<file path="config.mk">
export PLATFORM = sky130hd
export DESIGN_NAME = uart_tx_arbiter
export DESIGN_NICKNAME = d
export VERILOG_FILES = /design/src/rtl/uart_tx_arbiter_pkg.sv /design/src/rtl/uart_tx_arbiter_rr_select.sv /design/src/rtl/uart_tx_arbiter.sv
export SDC_FILE = /design/constraint.sdc
export NUM_CORES = 1
export LEC_CHECK = 0
export CAP_MARGIN = 20
export CORE_ASPECT_RATIO = 1.75
export CORE_MARGIN = 2
export CORE_UTILIZATION = 40
export CTS_BUF_LIST = sky130_fd_sc_hd__clkbuf_16
export CTS_CLUSTER_DIAMETER = 150
export CTS_CLUSTER_SIZE = 20
export DETAILED_ROUTE_END_ITERATION = 10
export PLACE_DENSITY = 0.85
export SYNTH_ARGS = -nofsm -noshare
export SYNTH_HDL_FRONTEND = slang
export SYNTH_SLANG_ARGS = --single-unit
</file>
<file path="constraint.sdc">
create_clock -name clk -period 2.35 [get_ports clk]
set_input_delay 0.47 -clock clk [delete_from_list [all_inputs] [get_ports clk]]
set_output_delay 0.47 -clock clk [all_outputs]
set_load 0.01 [all_outputs]
</file>
<file path="src/rtl/uart_tx_arbiter_pkg.sv">
// Shared types for the UART transmit arbiter: FSM state encoding and a
// constant-width helper used to size index and counter fields.
package uart_tx_arbiter_pkg;

  typedef enum logic [1:0] {
    IDLE       = 2'd0,
    SEND       = 2'd1,
    WAIT_START = 2'd2,
    WAIT_DONE  = 2'd3
  } state_t;

  function automatic int clog2(input int v);
    int r;
    r = 0;
    while ((1 << r) < v) r++;
    return r;
  endfunction

endpackage

</file>
<file path="src/rtl/uart_tx_arbiter_rr_select.sv">
// Round-robin pick: rotate the valid vector to start just past the last
// grant, take the lowest set bit, then map it back to a requester index.
module rr_select #(
  parameter int N = 4,
  parameter int W = 2
) (
  input  logic [N-1:0] req_valid,
  input  logic [W-1:0] last,
  output logic [W-1:0] winner,
  output logic         any_valid
);

  function automatic logic [W-1:0] wrap(input int v);
    return W'(v % N);
  endfunction

  logic [N-1:0] rot;
  logic [W-1:0] pick;

  always_comb begin
    rot  = '0;
    pick = '0;
    for (int i = 0; i < N; i++) rot[i] = req_valid[wrap(int'(last) + 1 + i)];
    // Walk downward so the lowest rotated index is the one left standing.
    for (int i = N - 1; i >= 0; i--) if (rot[i]) pick = W'(i);
    any_valid = |req_valid;
    winner    = wrap(int'(last) + 1 + int'(pick));
  end

endmodule

</file>
<file path="src/rtl/uart_tx_arbiter.sv">
// Shares one UART transmitter between N byte sources, round-robin, and
// sequences each frame off the transmitter's ready flag with a lost-frame timeout.
module uart_tx_arbiter
  import uart_tx_arbiter_pkg::*;
#(
  parameter  int N       = 4,
  parameter  int TIMEOUT = 64,
  localparam int GW      = clog2(N)
) (
  input  logic            clk,
  input  logic            rst,
  input  logic [N-1:0]    req_valid,
  input  logic [8*N-1:0]  req_data,
  output logic [N-1:0]    req_ready,
  input  logic            uart_ready,
  output logic            uart_send,
  output logic [7:0]      uart_data,
  output logic [GW-1:0]   grant_id,
  output logic            busy,
  output logic            err_timeout,
  input  logic            err_clr
);

  localparam int CW = clog2(TIMEOUT) + 1;

  state_t          state, state_n;
  logic [CW-1:0]   cnt, cnt_n;
  logic [N-1:0]    ready_n;
  logic            send_n, err_n;
  logic [7:0]      data_n;
  logic [GW-1:0]   gid_n, winner;
  logic            any_valid;

  rr_select #(.N(N), .W(GW)) u_sel (
    .req_valid (req_valid),
    .last      (grant_id),
    .winner    (winner),
    .any_valid (any_valid)
  );

  always_ff @(posedge clk or negedge rst) begin
    if (!rst) begin
      state       <= IDLE;
      cnt         <= '0;
      req_ready   <= '0;
      uart_send   <= 1'b0;
      uart_data   <= '0;
      grant_id    <= GW'(N - 1);
      err_timeout <= 1'b0;
    end else begin
      state       <= state_n;
      cnt         <= cnt_n;
      req_ready   <= ready_n;
      uart_send   <= send_n;
      uart_data   <= data_n;
      grant_id    <= gid_n;
      err_timeout <= err_n;
    end
  end

  always_comb begin
    state_n = state;
    cnt_n   = cnt;
    ready_n = '0;
    send_n  = 1'b0;
    data_n  = uart_data;
    gid_n   = grant_id;
    err_n   = err_timeout & ~err_clr;
    unique case (state)
      IDLE: begin
        if (uart_ready && any_valid) begin
          data_n          = req_data[8*winner +: 8];
          gid_n           = winner;
          ready_n[winner] = 1'b1;
          send_n          = 1'b1;
          state_n         = SEND;
        end
      end
      SEND: begin
        cnt_n   = '0;
        state_n = WAIT_START;
      end
      WAIT_START: begin
        if (!uart_ready) begin
          state_n = WAIT_DONE;
        end else if (cnt == CW'(TIMEOUT - 1)) begin
          // Frame never started: drop it; a same-cycle clear loses to the set.
          err_n   = 1'b1;
          state_n = IDLE;
        end else begin
          cnt_n = cnt + CW'(1);
        end
      end
      WAIT_DONE: begin
        if (uart_ready) state_n = IDLE;
      end
      default: state_n = IDLE;
    endcase
  end

  assign busy = (state != IDLE);

endmodule

</file>
Word level (Yosys, flattened, before mapping) --
Cells that the tools add are included.
Word-level totals: bits in registers 25, bits in latches 0, bits in writable memories 0, bits in read-only memories 0, input port bits 40, output and inout port bits 17, memories kept 0
Cells by class: add/sub/neg operators 6, multiply operators 0, divide/modulo/power cells 0, magnitude comparators 6, eq/ne operators 9, shift operators 1, multiplexer cells 29, bitwise logic cells 2, reductions and logical operators 9
Operator list (number):
- $shiftx A32 B6 Y8 | 1
- $mux W2 | 8
- $lt A2 B3 Y1 const B | 5
- $mux W7 | 2
- $pmux W7 S2 | 1
- $mux W1 | 10
- $bmux W1 S2 | 4
- $mux W4 | 2
- $ne A2 B2 Y1 const B | 4
- $pmux W2 S4 | 1
- $add A7 B1 Y7 const B | 1
- $eq A7 B6 Y1 const B | 1
- $reduce_and A3 Y1 | 2
- $add A2 B1 Y2 const B | 2
- $add A2 B2 Y2 const B | 2
- $eq A2 B2 Y1 const B | 2
- $reduce_bool A2 Y1 | 2
- $reduce_or A4 Y1 | 1
- $ne A3 B3 Y1 const B | 1
- $add A2 B2 Y2 | 1
- $demux W1 S2 | 1
- $eq A2 B1 Y1 const B | 1
- $ge A2 B1 Y1 const B | 1
- $logic_and A1 B1 Y1 | 2
- other kinds (4) | 4

Logic depth before layout (Yosys ltp) --
word-level depth 15, gate-level depth with buffers 11, mapped depth without buffers 10

Modules after synthesis --
A second synthesis with hierarchy kept.
Unflattened totals: cells, all modules 135, area total of the unflattened synthesis 1433.9 µm²
By module, submodules not included:
- uart_tx_arbiter | times used 1, cells an instance 109, area an instance 1233.7 µm²
- rr_select | times used 1, cells an instance 26, area an instance 200.2 µm²

Worst setup path after synthesis --
OpenSTA, ideal clock, no wires.
path kind register to register, start reg grant_id[1], end reg uart_data[0], data arrival time 2354 ps, required time 2218 ps, path slack -136 ps, stages on the path, launching flop included 12, period minus slack after synthesis 2486 ps, cells stage by stage dfstp_2 > buf_6 > nand2_1 > a2bb2oi_1 > o221ai_1 > o21a_1 > ha_1 > xnor2_4 > xnor2_2 > nand4_2 > a221oi_1 > o31ai_1
Between the ends: cells in the longest elaborated chain, start to end 10, elaborated cells between the ends (all ways) 18
RTL lines:
- start, declared | RTL line uart_tx_arbiter.sv:18 | output logic [GW-1:0] grant_id,
- start signal, assigned | RTL line uart_tx_arbiter.sv:48 | grant_id <= GW'(N - 1);
- start signal, assigned | RTL line uart_tx_arbiter.sv:56 | grant_id <= gid_n;
- $add A2 B1 Y2 * | RTL line uart_tx_arbiter_rr_select.sv:23, uart_tx_arbiter_rr_select.sv:27
- $add A2 B1 Y2 | RTL line uart_tx_arbiter_rr_select.sv:23 | for (int i = 0; i < N; i++) rot[i] = req_valid[wrap(int'(last) + 1 + i)];
- $bmux W1 S2 | RTL line uart_tx_arbiter_rr_select.sv:23
- $mux W1 (not written as such) | RTL line uart_tx_arbiter_rr_select.sv:23
- $mux W2 (4 in a row) | RTL line uart_tx_arbiter_rr_select.sv:25 | for (int i = N - 1; i >= 0; i--) if (rot[i]) pick = W'(i);
- $add A2 B2 Y2 * | RTL line uart_tx_arbiter_rr_select.sv:27 | winner = wrap(int'(last) + 1 + int'(pick));
- $shiftx A32 B6 Y8 * | RTL line uart_tx_arbiter.sv:72 | data_n = req_data[8*winner +: 8];
- end signal, assigned | RTL line uart_tx_arbiter.sv:55 | uart_data <= data_n;
- end, declared | RTL line uart_tx_arbiter.sv:17 | output logic [7:0] uart_data,
Mark *: on every way between the ends. The rest lies on a longest branch, timed or not. The select of a mux whose other input is x is not followed. A chain may end at the register's enable or synchronous reset.

Worst setup path in the final report --
start reg grant_id[1], end reg uart_data[6]
Same word-level chain as after synthesis.

==> impl_metrics.env <==
export IMPL_p_seq_share_pct=16.3
export IMPL_intPower_mw=2.51
export IMPL_slew_headroom_pct=53.7
export IMPL_cp_start_kind="flop"
export IMPL_syn_area_per_cell_um2=9.50
export IMPL_dieWidth_um=51.8
export IMPL_wl_mm=4.72
export IMPL_crit_family="compound AO/OA/AOI/OAI gates"
export IMPL_power_frac_clock_pct=9.4
export IMPL_synth_xor_area_share_pct=4.31
export IMPL_min_path_type="flop to flop"
export IMPL_status="finished, violations left"
export IMPL_ctsHoldBuffers=0
export IMPL_grt_busiest_layer="met2"
export IMPL_num_vias=1629
export IMPL_seqCellArea_um2=628
export IMPL_syn_inst=168
export IMPL_cts_root_buf="clkbuf_16"
export IMPL_use_met3_pct=1.88
export IMPL_drive_gt1_share_pct=28.3
export IMPL_seq_area_frac_synth_pct=39.3
export IMPL_async_reset_ff_share_pct=100
export IMPL_dpl_cell_area_um2=2400
export IMPL_switching_share_pct=42.0
export IMPL_place_hpwl_mm=3.07
export IMPL_worstMarginPinSlew_ns=0.695
export IMPL_drtIter0Drc=18
export IMPL_max_freq_ghz=0.377
export IMPL_grt_total_usage_pct=21.1
export IMPL_crit_buf_inv=3
export IMPL_antenna_found_initial=0
export IMPL_clk_pin_slew_ns=0.07
export IMPL_ys_flop_type="dfrtp_1"
export IMPL_ant_nets=0
export IMPL_grt_pass1_wl_mm=7.25
export IMPL_required_ns=2.49
export IMPL_cap_violations=0
export IMPL_endpoint_kind="flop"
export IMPL_numCtsBuffers=3
export IMPL_finalCritPeriodShare_pct=113
export IMPL_leakagePower_nw=1.08
export IMPL_cts_buffer_depth=2
export IMPL_share_comb_of_total_power_pct=74.4
export IMPL_drc_errors=0
export IMPL_synthMuxAreaShare_pct=0.627
export IMPL_synth_warnings=0
export IMPL_start_util_pct=41.3
export IMPL_syn_area_um2=1600
export IMPL_firstDrtPassIters=4
export IMPL_die_y_um=87.6
export IMPL_synth_top_family_by_area="simple AND/OR/NAND/NOR gates"
export IMPL_synth_nets=210
export IMPL_fin_util_pct=70.6
export IMPL_place_gp_congestion=0.748
export IMPL_period_needed_ns=2.66
export IMPL_grt_pass1_vias=1588
export IMPL_synth_compound_area_share_pct=24.6
export IMPL_htreeDepth=1
export IMPL_finalSetupViolations=13
export IMPL_final_hold_violation_count=0
export IMPL_p_per_area_nw_per_um2=1590
export IMPL_rsz0062_at_grt="yes"
export IMPL_cp_max_fo=4
export IMPL_ios=57
export IMPL_slew_viol_final=0
export IMPL_crit_type="flop to flop"
export IMPL_clock_skew_ns=0.00472
export IMPL_dieArea_um2=4530
export IMPL_ys_ff_latch=25
export IMPL_cts_tree="built"
export IMPL_crit_chain="nand2_1 -> a2bb2oi_1 -> o221ai_1 -> o21a_1 -> ha_4 -> xnor2_4 -> buf_6 -> xnor2_4 -> buf_12 -> a31oi_4 -> buf_6 -> a2111oi_4 -> o31ai_1"
export IMPL_slowest_stage="dfstp_2"
export IMPL_synth_cell_types=42
export IMPL_clock_latency_ns=0.27
export IMPL_fp_row_count=30
export IMPL_p_sw_mw=1.82
export IMPL_yosys_area_share_adder_pct=1.57
export IMPL_ir_drop_uv=1360
export IMPL_synth_edf_count=0
export IMPL_violations="setup timing"
export IMPL_synth_simple_area_share_pct=25.0
export IMPL_antenna_cells=0
export IMPL_met1_usage_pct=24.1
export IMPL_use_met2_pct=40.4
export IMPL_syn_to_final_growth_pct=70.9
export IMPL_multi_input_area_um2=1130
export IMPL_cts_sinks=25
export IMPL_routed_via_density=5.45
export IMPL_port_buffers=56
export IMPL_grt_max_degree=26
export IMPL_design_area_um2=2730
export IMPL_finalNetCount=294
export IMPL_setup_ws_ns=-0.306
export IMPL_wire_per_inst_um=15.8
export IMPL_cpPeakStageDelay_ns=0.57
export IMPL_core_area_um2=3870
export IMPL_cp_arrival_ns=2.79
export IMPL_fillCellCount=280
export IMPL_grt_overflow=0
==> worst paths after layout <==
kind                               from      endpoint  slack [ns]  cells after the start
setup / recovery            grant_id[1]  uart_data[6]       -0.31                     13
hold / removal             uart_data[7]  uart_data[7]        0.48                      2
setup reg to reg            grant_id[1]  uart_data[6]       -0.31                     13
hold reg to reg            uart_data[7]  uart_data[7]        0.48                      2
max in group asynchronous           rst   grant_id[0]        1.48                      2
min in group asynchronous           rst        cnt[4]        0.57                      2
==> metrics by stage <==
stage	std cells	hold WS [ns]	total power [mW]	worst slack [ns]	TNS, ns
floorplan	168	0.174	2.18	-0.0531	-0.419
global placement	284	0.464	2.93	-0.717	-6.95
detailed placement	284	0.471	2.97	-0.879	-7.78
CTS	292	0.487	3.99	-0.223	-1.75
global route	299	0.527	4.60	-0.440	-4.20
finish	299	0.485	4.33	-0.306	-2.63
==> flip-flops by register name, summed over array words and instances (netlist names) <==
signal	cells
req_ready	4
cnt	7
state	2
err_timeout	1
grant_id	2
uart_send	1
uart_data	8
==> what timing repair did <==
| item | 4_1_cts | 5_1_grt |
|---|---|---|
| setup buffers | 3 | 7 |
| gates cloned | 2 | 0 |
| setup endpoints to repair | 13 | 13 |
| pin swaps | 13 | 10 |
| gates resized for setup | 28 | 10 |
==> cell families (layout without fill, tap and decap cells) <==
family,Yosys count,in the layout
simple gates,73,74
mux,1,1
buf+inv,13,94
xor+xnor,4,4
fa+ha+maj,2,2
flops,25,25
compound gates,50,51
==> power groups by stage <==
| stage | Sequential [mW] | Combinational [mW] | Clock (mW) |
|---|---|---|---|
| 5_1_grt | 0.717 | 3.46 | 0.425 |
| 3_5_place_dp | 0.699 | 2.27 | 0 |
| 6_report | 0.704 | 3.22 | 0.407 |
| 2_1_floorplan | 0.725 | 1.46 | 0 |
| 3_3_place_gp | 0.693 | 2.23 | 0 |
| 4_1_cts | 0.693 | 2.88 | 0.411 |
==> layout make-up <==
type	instances	share of cell area, %
repair buffers	85	29.5
flip-flops and latches	25	23.0
multi-input cells	132	41.5
well taps	48	2.20
clock buffers	3	2.75
inverters	5	0.688
clock inverters	1	0.321
==> routing by layer <==
metal | wire length [um] | up-vias | part of all wire [%]
met4 | 56 | 0 | 1.2
met3 | 154 | 5 | 3.3
met5 | 0 | - | 0
met2 | 2710 | 56 | 57
li1 | - | 799 | -
met1 | 1800 | 769 | 38
==> synth_stat cells (2+ instances only) <==
master,instances,area (um^2)
a2111oi_0,8,70.1
a21oi_1,3,15.0
a221oi_1,8,70.1
buf_6,3,33.8
clkbuf_1,4,15.0
dfrtp_1,23,576
dfstp_2,2,52.6
ha_1,2,25.0
inv_1,5,18.8
nand2_1,24,90.1
nand3_1,4,20.0
nor2_1,8,30.0
nor2b_1,20,125
nor3_1,4,20.0
nor3b_1,2,15.0
o21a_1,2,15.0
o21ai_0,9,45.0
o21ai_1,2,10.0
o31ai_1,10,75.1
or3_1,2,12.5
xnor2_2,2,32.5
==> cells in the final DEF, fill, tap and decap left out, drive strengths merged, types with 2 or more instances in the layout <==
cell type / count
ha: 2
nor3b: 2
nor2b: 20
inv: 6
a31oi: 2
o21a: 3
dfstp: 2
nand4: 2
dfrtp: 23
or3: 2
clkbuf: 4
xnor2: 3
a221oi: 8
nand2: 24
buf: 29
nand3: 4
o31ai: 11
nor4: 2
clkdlybuf4s50: 52
a21oi: 3
o21ai: 11
nor3: 5
a2111oi: 8
nor2: 8
dlygate4sd2: 3
==> worst min-delay path: cells and delay by family (launching register included) <==
family / cells / cell delay [ns]
AO/OA/AOI/OAI: 1 / 0.05
AND/OR/NAND/NOR: 1 / 0.05
flip-flops: 1 / 0.35
Power figures use the tool's default switching activity.
